$ cat src/rtl/ctrl_cmd_reg.sv
// CPU-visible control/command register block: static CTRL word, CMD word with a
// 4-phase req/ack handshake to the IP, sticky status flags and a level interrupt.
module ctrl_cmd_reg #(
    parameter int              DW       = 8,
    parameter logic [DW-1:0]   CTRL_RST = '0,
    parameter int              TO_CYC   = 16
) (
    input  logic          clk,
    input  logic          rst_n,
    input  logic [1:0]    cpuaddr_i,
    input  logic          cpuren_i,
    input  logic          cpuwen_i,
    input  logic [DW-1:0] cpudi_i,
    output logic [DW-1:0] cpudo_o,
    output logic [DW-1:0] ctrl_o,
    output logic [DW-1:0] cmd_o,
    output logic          req_o,
    input  logic          ack_i,
    output logic          irq_o
);

    typedef enum logic [1:0] {IDLE, REQ, REL} state_t;

    localparam logic [7:0] TO_LAST = 8'(TO_CYC - 1);

    state_t        state_q, state_d;
    logic [7:0]    cnt_q, cnt_d;
    logic [DW-1:0] ctrl_q, cmd_q;
    logic [2:0]    ien_q;
    logic [2:0]    flags_q, flags_d;   // {overrun, timeout, done}
    logic          irq_q;

    logic          ctrl_wr, cmd_wr, stat_wr, ien_wr;
    logic          cmd_ld, set_done, set_to, set_ovr;
    logic          busy;
    logic [2:0]    clr;

    assign ctrl_wr = cpuwen_i && (cpuaddr_i == 2'd0);
    assign cmd_wr  = cpuwen_i && (cpuaddr_i == 2'd1);
    assign stat_wr = cpuwen_i && (cpuaddr_i == 2'd2);
    assign ien_wr  = cpuwen_i && (cpuaddr_i == 2'd3);

    assign busy = (state_q != IDLE);

    always_comb begin
        state_d  = state_q;
        cnt_d    = cnt_q;
        cmd_ld   = 1'b0;
        set_done = 1'b0;
        set_to   = 1'b0;
        set_ovr  = 1'b0;
        case (state_q)
            IDLE: begin
                if (cmd_wr) begin
                    cmd_ld  = 1'b1;
                    cnt_d   = '0;
                    state_d = REQ;
                end
            end
            REQ: begin
                set_ovr = cmd_wr;
                cnt_d   = (cnt_q == 8'hFF) ? cnt_q : cnt_q + 8'd1;
                // ack is checked first so it wins on the final timeout cycle
                if (ack_i) begin
                    set_done = 1'b1;
                    state_d  = REL;
                end else if (cnt_q == TO_LAST) begin
                    set_to  = 1'b1;
                    state_d = IDLE;
                end
            end
            REL: begin
                set_ovr = cmd_wr;
                if (!ack_i) state_d = IDLE;
            end
            default: state_d = IDLE;
        endcase
    end

    assign clr     = stat_wr ? cpudi_i[3:1] : '0;
    assign flags_d = (flags_q & ~clr) | {set_ovr, set_to, set_done};

    always_ff @(posedge clk or negedge rst_n) begin
        if (!rst_n) begin
            state_q <= IDLE;
            cnt_q   <= '0;
            ctrl_q  <= CTRL_RST;
            cmd_q   <= '0;
            ien_q   <= '0;
            flags_q <= '0;
            irq_q   <= 1'b0;
        end else begin
            state_q <= state_d;
            cnt_q   <= cnt_d;
            flags_q <= flags_d;
            irq_q   <= |(flags_q & ien_q);
            if (ctrl_wr) ctrl_q <= cpudi_i;
            if (cmd_ld)  cmd_q  <= cpudi_i;
            if (ien_wr)  ien_q  <= cpudi_i[2:0];
        end
    end

    always_comb begin
        cpudo_o = '0;
        if (cpuren_i) begin
            case (cpuaddr_i)
                2'd0: cpudo_o = ctrl_q;
                2'd1: cpudo_o = cmd_q;
                2'd2: cpudo_o = {{(DW-4){1'b0}}, flags_q, busy};
                2'd3: cpudo_o = {{(DW-3){1'b0}}, ien_q};
                default: cpudo_o = '0;
            endcase
        end
    end

    assign ctrl_o = ctrl_q;
    assign cmd_o  = cmd_q;
    assign req_o  = (state_q == REQ);
    assign irq_o  = irq_q;

endmodule

$ cat config.mk
export PLATFORM = sky130hd
export DESIGN_NAME = ctrl_cmd_reg
export DESIGN_NICKNAME = d
export VERILOG_FILES = /design/src/rtl/ctrl_cmd_reg.sv
export SDC_FILE = /design/constraint.sdc
export NUM_CORES = 1
export LEC_CHECK = 0
export CORE_MARGIN = 8
export CORE_UTILIZATION = 45
export CTS_CLUSTER_SIZE = 40
export DETAILED_ROUTE_END_ITERATION = 12
export PLACE_DENSITY = 0.7
export SLEW_MARGIN = 40
export SYNTH_ARGS = -nofsm -noshare
export SYNTH_HDL_FRONTEND = slang
export SYNTH_SLANG_ARGS = --single-unit
export TNS_END_PERCENT = 10
$ cat constraint.sdc
create_clock -name clk -period 1.9 [get_ports clk]
set_input_delay 0.38 -clock clk [delete_from_list [all_inputs] [get_ports clk]]
set_output_delay 0.38 -clock clk [all_outputs]
set_load 0.01 [all_outputs]
==> flow_metrics.env, run 1 <==
export IMPL_max_slew_margin_rel=0.720
export IMPL_synth_top_area_cell="dfrtp_1"
export IMPL_rrSetupSlack_ps=60
export IMPL_grt_max_degree=34
export IMPL_path_class="register to output pin"
export IMPL_synth_area_mm2=0.00171
export IMPL_path_clk_slew_ps=70
export IMPL_area_delta_synth_final_pct=42.6
export IMPL_hold_viol_final=0
export IMPL_synth_simple_area_share=0.150
export IMPL_synth_edf_count=0
export IMPL_drive_gt1_frac=0.301
export IMPL_synthTopCellsByArea="dfrtp_1 (48%), mux2_2 (13%), mux4_2 (3.9%)"
export IMPL_synth_avg_cell_area_um2=11.2
export IMPL_grt_pass1_wl_um=7270
export IMPL_wl_um=4300
export IMPL_rsz0062_at_grt="true"
export IMPL_drt_iter0_markers=66
export IMPL_firstDrtPassIters=4
export IMPL_fin_crit_sh=1.07
export IMPL_worstMarginPinSlew_ps=420
export IMPL_tritoncts="built"
export IMPL_worst_slack_ps=-139
export IMPL_yosysWarnings=0
export IMPL_r2r_start="state_q[1]"
export IMPL_worstPathMaxFanout=2
export IMPL_violations="negative setup slack"
export IMPL_end_kind="output pin"
export IMPL_synth_cells=153
export IMPL_ant_nets=0
export IMPL_htreeDepth=2
export IMPL_synth_top_family_by_area="multiplexers"
export IMPL_gp_congestion=0.874
export IMPL_r2r_end="cnt_q[5]"
export IMPL_hp_class="input pin to asynchronous set/reset pin"
export IMPL_io_pins=41
export IMPL_synthMuxAreaShare=0.200
export IMPL_layout_commonest_cell="dfrtp_1"
export IMPL_outcome="finished, violations left"
export IMPL_cts_root_buf="clkbuf_8"
export IMPL_portBuffers=40
export IMPL_maxCapViolations=0
export IMPL_hpwl_um=3200
export IMPL_syn_nets=173
export IMPL_required_ps=1520
export IMPL_cts_sinks=33
export IMPL_grt_overflow=0
export IMPL_antenna_found_initial=0
export IMPL_start_kind="register"
export IMPL_synth_fa_ha_area_frac=0.0365
export IMPL_final_cell_mix="dfrtp_1 (33), clkdlybuf4s50_1 (29), mux2_2 (20), buf_4 (20), nand3_1 (10)"
export IMPL_final_net_count=238
export IMPL_layout_core_utilization=0.668
export IMPL_core_area_mm2=0.00366
export IMPL_antenna_cells=0
export IMPL_die_h_um=77.7
export IMPL_start_util=0.468
export IMPL_cp_arrival_ps=1660
export IMPL_ff2ff_path_depth=8
export IMPL_period_minus_slack_ps=2040
export IMPL_wl_per_cell_um=16.1
export IMPL_synth_compound_area_frac=0.103
export IMPL_fin_skew_ps=4.08
export IMPL_ys_types=35
export IMPL_max_freq_mhz=491
export IMPL_grt_pass1_vias=1500
export IMPL_cts_made_buffers=5
export IMPL_p_total_uw=3070
export IMPL_dieArea_mm2=0.00604
export IMPL_p_leak_uw=0.00109
export IMPL_rows=22
export IMPL_yosysTopAreaCellShare=0.482
export IMPL_setup_violations=1
export IMPL_vdd_ir_drop_worst_mv=0.712
export IMPL_clk_latency_ps=290
export IMPL_placed_area_mm2=0.00231
export IMPL_drc_errors=0
export IMPL_seq_area_frac_synth=0.482
export IMPL_drv_slew=0
export IMPL_synth_seq_cells=33
export IMPL_pre_cts_ws_ps=-576
export IMPL_fp_dieW_um=77.7
export IMPL_num_fill_cells=284
export IMPL_synthArstFlopShare=1.00
export IMPL_track_usage=0.147
export IMPL_routed_via_density=5.53
export IMPL_via_count=1477
export IMPL_final_area_mm2=0.00244
export IMPL_synth_xor_area_share=0
export IMPL_synth_ff_type="dfrtp_1"
export IMPL_p_per_area_mw_per_mm2=1260
export IMPL_ctsLongestPathBuffers=2
## critical path: stages, from the launching register on
cell,delay [ps]
dfrtp_1,390
inv_2,90
ha_4,140
inv_2,30
mux4_2,430
and2_4,170
buf_6,110
## where the power goes
| part | internal (uW) | total (uW) | switching [uW] |
|---|---|---|---|
| clock network | 327 | 578 | 251 |
| registers | 907 | 1070 | 160 |
| logic | 816 | 1430 | 610 |
| total | 2050 | 3070 | 1020 |
## metrics by stage
stage | std cells | setup TNS, ps | hold WS, ps
after global placement | 257 | -6030 | 510
after global routing | 267 | -208 | 547
final | 267 | -139 | 495
after CTS | 265 | -138 | 511
after floorplan | 153 | 0 | 84.4
after detailed placement | 257 | -6690 | 520
## routing by layer
layer | GRT usage | vias to the layer above | wire (um)
li1 | - | 700 | -
met1 | 0.168 | 725 | 1850
met2 | 0.246 | 45 | 2060
met3 | 0.0449 | 7 | 310
met4 | 0.0660 | 0 | 76
met5 | 0 | - | 0
## what timing repair did
action / CTS / global route
gates resized for setup: 31 / 6
pin swaps: 0 / 1
hold buffers: 0 / 0
endpoints found under the hold margin: 0 / 0
buffers inserted: 0 / 2
endpoints found under the setup margin: 9 / 4
## cell families after synthesis
family / after synthesis
AO/OA/AOI/OAI: 28
adder cells (fa/ha/maj): 5
buffers and inverters: 12
flip-flops: 33
multiplexers: 28
AND/OR/NAND/NOR: 47
## worst max path at each step
stage	cells after the start	endpoint	from
6_report	6	cpudo_o[0]	state_q[1]
5_1_grt	6	cpudo_o[0]	state_q[1]
2_1_floorplan	6	cnt_q[5]	state_q[1]
3_3_place_gp	4	cpudo_o[2]	cpuaddr_i[0]
3_5_place_dp	4	cpudo_o[1]	cpuaddr_i[0]
4_1_cts	6	cpudo_o[0]	state_q[0]
## state kept, by name, summed over array words and instances, names as in the netlist
register,cells
cmd_o,8
ctrl_o,8
state_q,2
irq_o,1
cnt_q,8
ien_q,3
flags_q,3
## synthesized netlist by cell type, drive strengths merged (3+ instances only)
master   n
nor3     3
dfrtp   33
mux2    20
nand3   10
o21ai    8
ha       5
buf      3
inv      7
mux2i    5
nand2    8
nor2     7
a21oi    9
and2     4
mux4     3
## area by class of cell
type                    count  area, um2  area share
multi-input cells         108        870       0.356
flip-flops and latches     33        826       0.338
clock inverters             1       5.00     0.00205
repair buffers             63        562       0.230
well taps                  48       60.1      0.0246
clock buffers               7       96.3      0.0394
inverters                   7       26.3      0.0107
No activity file was read; power rests on OpenSTA's default activity.
==> run 2, diff against run 1 <==
HOLD_SLACK_MARGIN = 0.12   (was unset)
==> results of run 2 <==
The final DEF is identical to that of run 1; final timing and power are the same.
